==> config.mk <==
export PLATFORM = sky130hd
export DESIGN_NAME = debounce_bank
export DESIGN_NICKNAME = d
export VERILOG_FILES = /design/src/rtl/debounce_pkg.sv /design/src/rtl/debounce_channel.sv /design/src/rtl/debounce_bank.sv
export SDC_FILE = /design/constraint.sdc
export NUM_CORES = 1
export LEC_CHECK = 0
export CAP_MARGIN = 20
export CORE_ASPECT_RATIO = 0.7
export CORE_UTILIZATION = 55
export CTS_BUF_LIST = sky130_fd_sc_hd__clkbuf_8
export DETAILED_ROUTE_END_ITERATION = 12
export PLACE_DENSITY = 0.74
export SYNTH_ARGS = -nofsm -noshare
export SYNTH_HDL_FRONTEND = slang
export SYNTH_SLANG_ARGS = --single-unit
==> constraint.sdc <==
create_clock -name clk -period 4.7 [get_ports clk]
set_clock_uncertainty 0.2 [all_clocks]
set_input_delay 0.47 -clock clk [delete_from_list [all_inputs] [get_ports clk]]
set_output_delay 0.47 -clock clk [all_outputs]
set_load 0.01 [all_outputs]
==> src/rtl/debounce_pkg.sv <==
// Shared constants and helpers for the multi-channel debouncer.
package debounce_pkg;

    localparam int unsigned DEF_TICK_DIV = 100000;
    localparam int unsigned DEF_CNT_W    = 3;
    localparam int unsigned DEF_THRESH   = 7;

    // Ceiling log2; returns 0 for v <= 1.
    function automatic int unsigned clog2(input int unsigned v);
        int unsigned r;
        r = 0;
        while ((64'd1 << r) < 64'(v)) begin
            r++;
        end
        return r;
    endfunction

    // True when the integrator threshold is reachable with a cnt_w-bit counter.
    function automatic bit thresh_fits(input int unsigned cnt_w, input int unsigned thresh);
        return (thresh >= 1) && (cnt_w >= 1) && (cnt_w < 32) &&
               (64'(thresh) <= ((64'd1 << cnt_w) - 64'd1));
    endfunction

endpackage

==> src/rtl/debounce_channel.sv <==
// One debounce lane: 2-flop synchroniser, saturating integrator with
// hysteresis, registered level and rise/fall strobes.
module debounce_channel
    import debounce_pkg::*;
#(
    parameter int unsigned CNT_W  = DEF_CNT_W,
    parameter int unsigned THRESH = DEF_THRESH
) (
    input  logic clk,
    input  logic rst,
    input  logic tick,
    input  logic in,
    output logic out,
    output logic rise,
    output logic fall
);

    localparam logic [CNT_W-1:0] TH = CNT_W'(THRESH);

    logic [1:0]       sync;
    logic             s;
    logic [CNT_W-1:0] cnt;
    logic [CNT_W-1:0] cnt_nxt;
    logic             out_nxt;

    assign s = sync[1];

    // Integrator steps only on ticks; out follows the saturation endpoints.
    always_comb begin
        cnt_nxt = cnt;
        out_nxt = out;
        if (tick) begin
            if (s && (cnt < TH)) begin
                cnt_nxt = cnt + CNT_W'(1);
            end else if (!s && (cnt != '0)) begin
                cnt_nxt = cnt - CNT_W'(1);
            end
        end
        if (cnt_nxt == TH) begin
            out_nxt = 1'b1;
        end else if (cnt_nxt == '0) begin
            out_nxt = 1'b0;
        end
    end

    always_ff @(posedge clk or posedge rst) begin
        if (rst) begin
            sync <= '0;
            cnt  <= '0;
            out  <= 1'b0;
            rise <= 1'b0;
            fall <= 1'b0;
        end else begin
            sync <= {sync[0], in};
            cnt  <= cnt_nxt;
            out  <= out_nxt;
            rise <= out_nxt & ~out;
            fall <= ~out_nxt & out;
        end
    end

endmodule

==> src/rtl/debounce_bank.sv <==
// Bank of independent debounce channels sharing one prescaled sample tick.
module debounce_bank
    import debounce_pkg::*;
#(
    parameter int unsigned CHANNELS = 4,
    parameter int unsigned TICK_DIV = DEF_TICK_DIV,
    parameter int unsigned CNT_W    = DEF_CNT_W,
    parameter int unsigned THRESH   = DEF_THRESH
) (
    input  logic                clk,
    input  logic                rst,
    input  logic [CHANNELS-1:0] in,
    output logic [CHANNELS-1:0] out,
    output logic [CHANNELS-1:0] rise,
    output logic [CHANNELS-1:0] fall,
    output logic                tick
);

    localparam int unsigned      PRE_W   = (clog2(TICK_DIV) > 0) ? clog2(TICK_DIV) : 1;
    localparam logic [PRE_W-1:0] PRE_MAX = PRE_W'(TICK_DIV - 1);

    if (!thresh_fits(CNT_W, THRESH) || (CHANNELS < 1) || (TICK_DIV < 1)) begin : g_bad_params
        $fatal(1, "debounce_bank: THRESH must lie in 1..2^CNT_W-1, CHANNELS and TICK_DIV >= 1");
    end

    logic [PRE_W-1:0] pre;
    logic [PRE_W-1:0] pre_nxt;

    always_comb begin
        pre_nxt = (pre == PRE_MAX) ? '0 : pre + PRE_W'(1);
    end

    // tick is registered from the next prescaler value so it mirrors pre == PRE_MAX
    // while still clearing under reset (and for TICK_DIV=1 stays high after the first edge).
    always_ff @(posedge clk or posedge rst) begin
        if (rst) begin
            pre  <= '0;
            tick <= 1'b0;
        end else begin
            pre  <= pre_nxt;
            tick <= (pre_nxt == PRE_MAX);
        end
    end

    for (genvar i = 0; i < CHANNELS; i++) begin : g_ch
        debounce_channel #(
            .CNT_W  (CNT_W),
            .THRESH (THRESH)
        ) u_ch (
            .clk  (clk),
            .rst  (rst),
            .tick (tick),
            .in   (in[i]),
            .out  (out[i]),
            .rise (rise[i]),
            .fall (fall[i])
        );
    end

endmodule

== After elaboration in Yosys (flattened, before gate mapping) ==
Cells that the tools add are included.
Word-level totals
  register bits: 50
  input bits: 6
  output and inout port bits: 13
  word-level logic and storage cells: 98
Cells by class
  add/subtract/negate cells: 9
  $lt $le $gt $ge: 4
  eq/ne operators: 6
  multiplexer cells: 21
  bitwise gates (word level): 16
  reductions and logical operators: 20
Operators with widths (number)
  3-bit 2-to-1 mux: 12
  17-bit equality test (second input constant): 2
  17-bit by 1-bit adder with 17-bit output (second input constant): 1
  17-bit 2-to-1 mux: 1
  3-bit by 1-bit adder with 3-bit output (second input constant): 4
  3-bit equality test (second input constant): 4
  3-bit logical NOT: 4
  3-bit less-than comparator (second input constant): 4
  3-bit nonzero test: 4
  3-bit by 1-bit subtractor with 3-bit output (second input constant): 4
  1-bit AND: 8
  1-bit logical AND: 8
  1-bit 2-to-1 mux: 8
  1-bit inverter: 8
  1-bit logical NOT: 4

== Longest topological paths before layout ==
  word-level depth: 10
  depth in mapped cells: 8
  gate-level depth less buffers: 8

== By module ==
Synthesis repeated with hierarchy kept, for this count alone.
Second synthesis, totals
  cell total of the unflattened synthesis: 266
  area total of the unflattened synthesis: 2757.6 um2
Modules (own cells, without submodules)
  debounce_channel: instances 4, cells an instance 39, area an instance 414.1 um2, seq. area each 200.2 um2
  debounce_bank: instances 1, cells an instance 110, area an instance 1101.1 um2, seq. area each 450.4 um2

== Worst setup path after synthesis ==
OpenSTA, ideal clock, no wires.
  kind: register -> register
  start: reg pre[0]
  end: reg tick
  library setup time: 0.107 ns
  arrival: 2.065 ns
  data required time: 4.393 ns
  setup slack: 2.328 ns
  cell stages (with the launch flop): 8
  buffers on the path: 1
  period minus slack after synthesis: 2.372 ns
  path through: dfrtp_1 -> ha_1 -> and4_1 -> buf_2 -> nand4_1 -> nor3_1 -> or4b_2 -> a2111oi_4
On the way
  word-level cells in the longest chain between the ends: 3
  elaborated cells on any way between the ends: 4
  those cells by class: 1 x add/sub; 2 x eq/ne; 1 x mux
RTL lines
  start, declared: RTL line debounce_bank.sv:26  | logic [PRE_W-1:0] pre;
  start signal, assigned: RTL line debounce_bank.sv:40  | pre <= pre_nxt;
  17-bit by 1-bit adder with 17-bit output or 17-bit equality test (tied branches): RTL line debounce_bank.sv:30  | pre_nxt = (pre == PRE_MAX) ? '0 : pre + PRE_W'(1);
  17-bit 2-to-1 mux *: RTL line debounce_bank.sv:30
  17-bit equality test *: RTL line debounce_bank.sv:41  | tick <= (pre_nxt == PRE_MAX);
  end signal, assigned: RTL line debounce_bank.sv:41
  end, declared: RTL line debounce_bank.sv:16  | output logic tick
Every way passes the cells marked *; elsewhere a longest branch is shown, timed or not.

== Final worst setup path ==
Same ends and word-level chain as after synthesis.

==> results.json <==
{
  "status": "complete, no violations",
  "grt_max_degree": 51,
  "root_buffer": "clkbuf_8",
  "worst-r2r-setup-slack_ns": 2.04,
  "r2r-end": "tick",
  "slew_headroom_pct": 49.0,
  "synth-edff-count": 0,
  "ys_ff_latch": 50,
  "syn-cell-area_um2": 2720,
  "hold_violations": 0,
  "final_util_pct": 65.3,
  "ys_types": 54,
  "die_h_um": 60.8,
  "setup_tns_ns": 0,
  "drt-wirelength-per-cell_um": 13.8,
  "worst_slew_pin_slew_ns": 0.759,
  "grt_pass1_wl_um": 8380,
  "post-route-period-util_pct": 56.6,
  "clk_path_buf_depth": 2,
  "dp_hpwl_um": 3360,
  "rr_worst_depth": 6,
  "viasPerCell": 5.53,
  "min-delay-start": "g_ch[2].u_ch.sync[0]",
  "core_region_area_um2": 4530,
  "holdPathEnd": "g_ch[2].u_ch.sync[1]",
  "grt_usage_pct": 20.9,
  "ys.flop_type": "dfrtp_1",
  "synthCells": 271,
  "timing.fmax_mhz": 376,
  "end_kind": "flip-flop",
  "num-nets-final": 297,
  "numCtsBuffers": 5,
  "critPathMaxFanout": 9,
  "power_density_nw_per_um2": 238,
  "grt_pass1_vias": 1778,
  "start_util_pct": 60.0,
  "holdBufCountCts": 0,
  "insertedDiodeCount": 0,
  "setup_viol": 0,
  "post_cts_resized": 0,
  "postCtsSetupBuffers": 0,
  "clock_latency_ns": 0.30,
  "cts.sinks": 50,
  "whs_path_depth": 0,
  "wirelength_um": 4750,
  "placed_cells_incl_taps": 336,
  "ctsHtreeMaxLevel": 2,
  "drt_iter0_markers": 126,
  "rr_startpoint": "pre[0]",
  "rsz0062_at_grt": "no",
  "syn_avg_cell_area_um2": 10.0,
  "period_needed_ns": 2.66,
  "ys_seq_area_share_pct": 46.0,
  "die-area_um2": 5230,
  "drc": 0,
  "fin_cells": 345,
  "maxCapViolCount": 0,
  "cellLeakagePower_uw": 0.00133,
  "port_buffers": 18,
  "ant_nets": 0,
  "fillers": 350,
  "gp_congestion": 0.851,
  "drv_slew": 0,
  "whs_ns": 0.152,
  "drive_gt1_share_pct": 7.17,
  "synth_nets": 290,
  "rows": 20,
  "area_growth_syn_to_layout_pct": 8.84,
  "cts.clk_slew.worst_paths_ns": 0.09,
  "hp-class": "reg2reg",
  "yosys_warnings": 0,
  "critPathRequiredTime_ns": 4.67,
  "vias": 1908,
  "antenna_found_initial": 0,
  "critPathKind": "reg2reg",
  "ios": 19,
  "synthArstFlopShare_pct": 100,
  "cp.arrival_ns": 2.63,
  "peakVddDrop_v": 0.000202,
  "dieWidth_um": 86.0,
  "first_pass_iters": 4,
  "tritoncts": "done",
  "critPathLaunchType": "flip-flop",
  "overflow": 0
}
sequential cells by signal, indices dropped and copies added (netlist names):
register	flops
pre	17
g_ch.u_ch.rise	4
g_ch.u_ch.cnt	12
g_ch.u_ch.fall	4
tick	1
g_ch.u_ch.sync	8
g_ch.u_ch.out	4
report_power, final:
| group | total [uW] | internal (uW) | leakage (uW) | switching, uW |
|---|---|---|---|---|
| Clock | 250 | 117 | 0.0000524 | 133 |
| Sequential | 436 | 433 | 0.000661 | 3.23 |
| Combinational | 18.2 | 7.67 | 0.000615 | 10.5 |
Yosys cell counts, types with 2 or more instances:
library cell,count,area share (%)
a21oi_1,13,2.4
nor3b_1,7,1.9
ha_1,13,6.0
clkbuf_1,2,0.28
a22o_1,3,0.97
a41oi_1,2,0.64
o22ai_1,2,0.46
o21bai_1,2,0.55
a22oi_1,4,1.1
o21a_1,2,0.55
nand4b_1,2,0.64
buf_2,2,0.37
nand3_1,7,1.3
nor4b_1,3,0.97
nand2_1,24,3.3
nor4_1,2,0.46
and2_1,6,1.4
buf_4,14,3.9
xor2_1,7,2.3
xnor2_1,6,1.9
o31ai_1,2,0.55
and3_1,2,0.46
nor2b_1,3,0.69
nand4_1,7,1.6
o2bb2ai_1,2,0.64
dfrtp_1,50,46
nor3_1,4,0.74
nor2_1,18,2.5
inv_1,23,3.2
o22a_1,2,0.64
o21ai_0,11,2.0
and4_1,2,0.64
metrics by stage:
stage / setup WS [ns] / power [uW] / area [um2]
6_report: 2.04 / 705 / 2960
3_3_place_gp: 2.21 / 462 / 2850
3_5_place_dp: 2.10 / 462 / 2850
4_1_cts: 2.10 / 713 / 2940
2_1_floorplan: 2.33 / 455 / 2720
5_1_grt: 1.83 / 730 / 2960
area by class of cell:
cell class | instances | area, um2 | area share (%)
Clock inverter | 2 | 8.76 | 0.296
Inverter | 23 | 86.3 | 2.92
Clock buffer | 6 | 82.6 | 2.79
Multi-Input combinational cell | 179 | 1250 | 42.1
Timing Repair Buffer | 19 | 200 | 6.77
Tap cell | 66 | 82.6 | 2.79
Sequential cell | 50 | 1250 | 42.3
logic make-up (layout without fill, tap and decap cells):
family | Yosys count | in the layout | synth area share (%)
AOI/OAI and AO/OA | 55 | 55 | 14.4
xor gates and xnor gates | 13 | 13 | 4.19
adders and majority gates | 13 | 13 | 5.99
buffers and inverters | 42 | 50 | 8.10
DFF | 50 | 50 | 46.0
and+or+nand+nor | 98 | 98 | 21.3
cells in the final DEF, fill, tap and decap left out, types with 4 or more instances in the layout:
cell / instances
a21oi_1: 13
a22oi_1: 4
and2_1: 6
clkbuf_8: 6
clkdlybuf4s50_1: 18
dfrtp_1: 50
ha_1: 13
inv_1: 23
nand2_1: 24
nand3_1: 7
nand4_1: 7
nor2_1: 18
nor3_1: 4
nor3b_1: 7
o21ai_0: 11
xnor2_1: 6
xor2_1: 7
how the worst max path moves through the flow:
stage            from    to  slack (ns)  cells after the start
3_5_place_dp   pre[0]  tick        2.10                      6
2_1_floorplan  pre[0]  tick        2.33                      7
5_1_grt        pre[0]  tick        1.83                      6
6_report       pre[0]  tick        2.04                      6
4_1_cts        pre[0]  tick        2.10                      6
3_3_place_gp   pre[0]  tick        2.21                      6
critical path, cell delays in order (launching register included):
cell and delay (ns):
dfrtp_1 0.47, ha_1 0.30, and4_1 0.40, nand4_1 0.15
nor3_1 0.65, or4b_2 0.31, a2111oi_4 0.06
per-layer routing:
layer | share of wire, % | GRT usage [%]
met5 | 0 | 0
met2 | 40 | 30.0
met1 | 54 | 31.0
met3 | 5.4 | 5.03
met4 | 0.72 | 7.38
No activity file was read; power rests on OpenSTA's default activity.
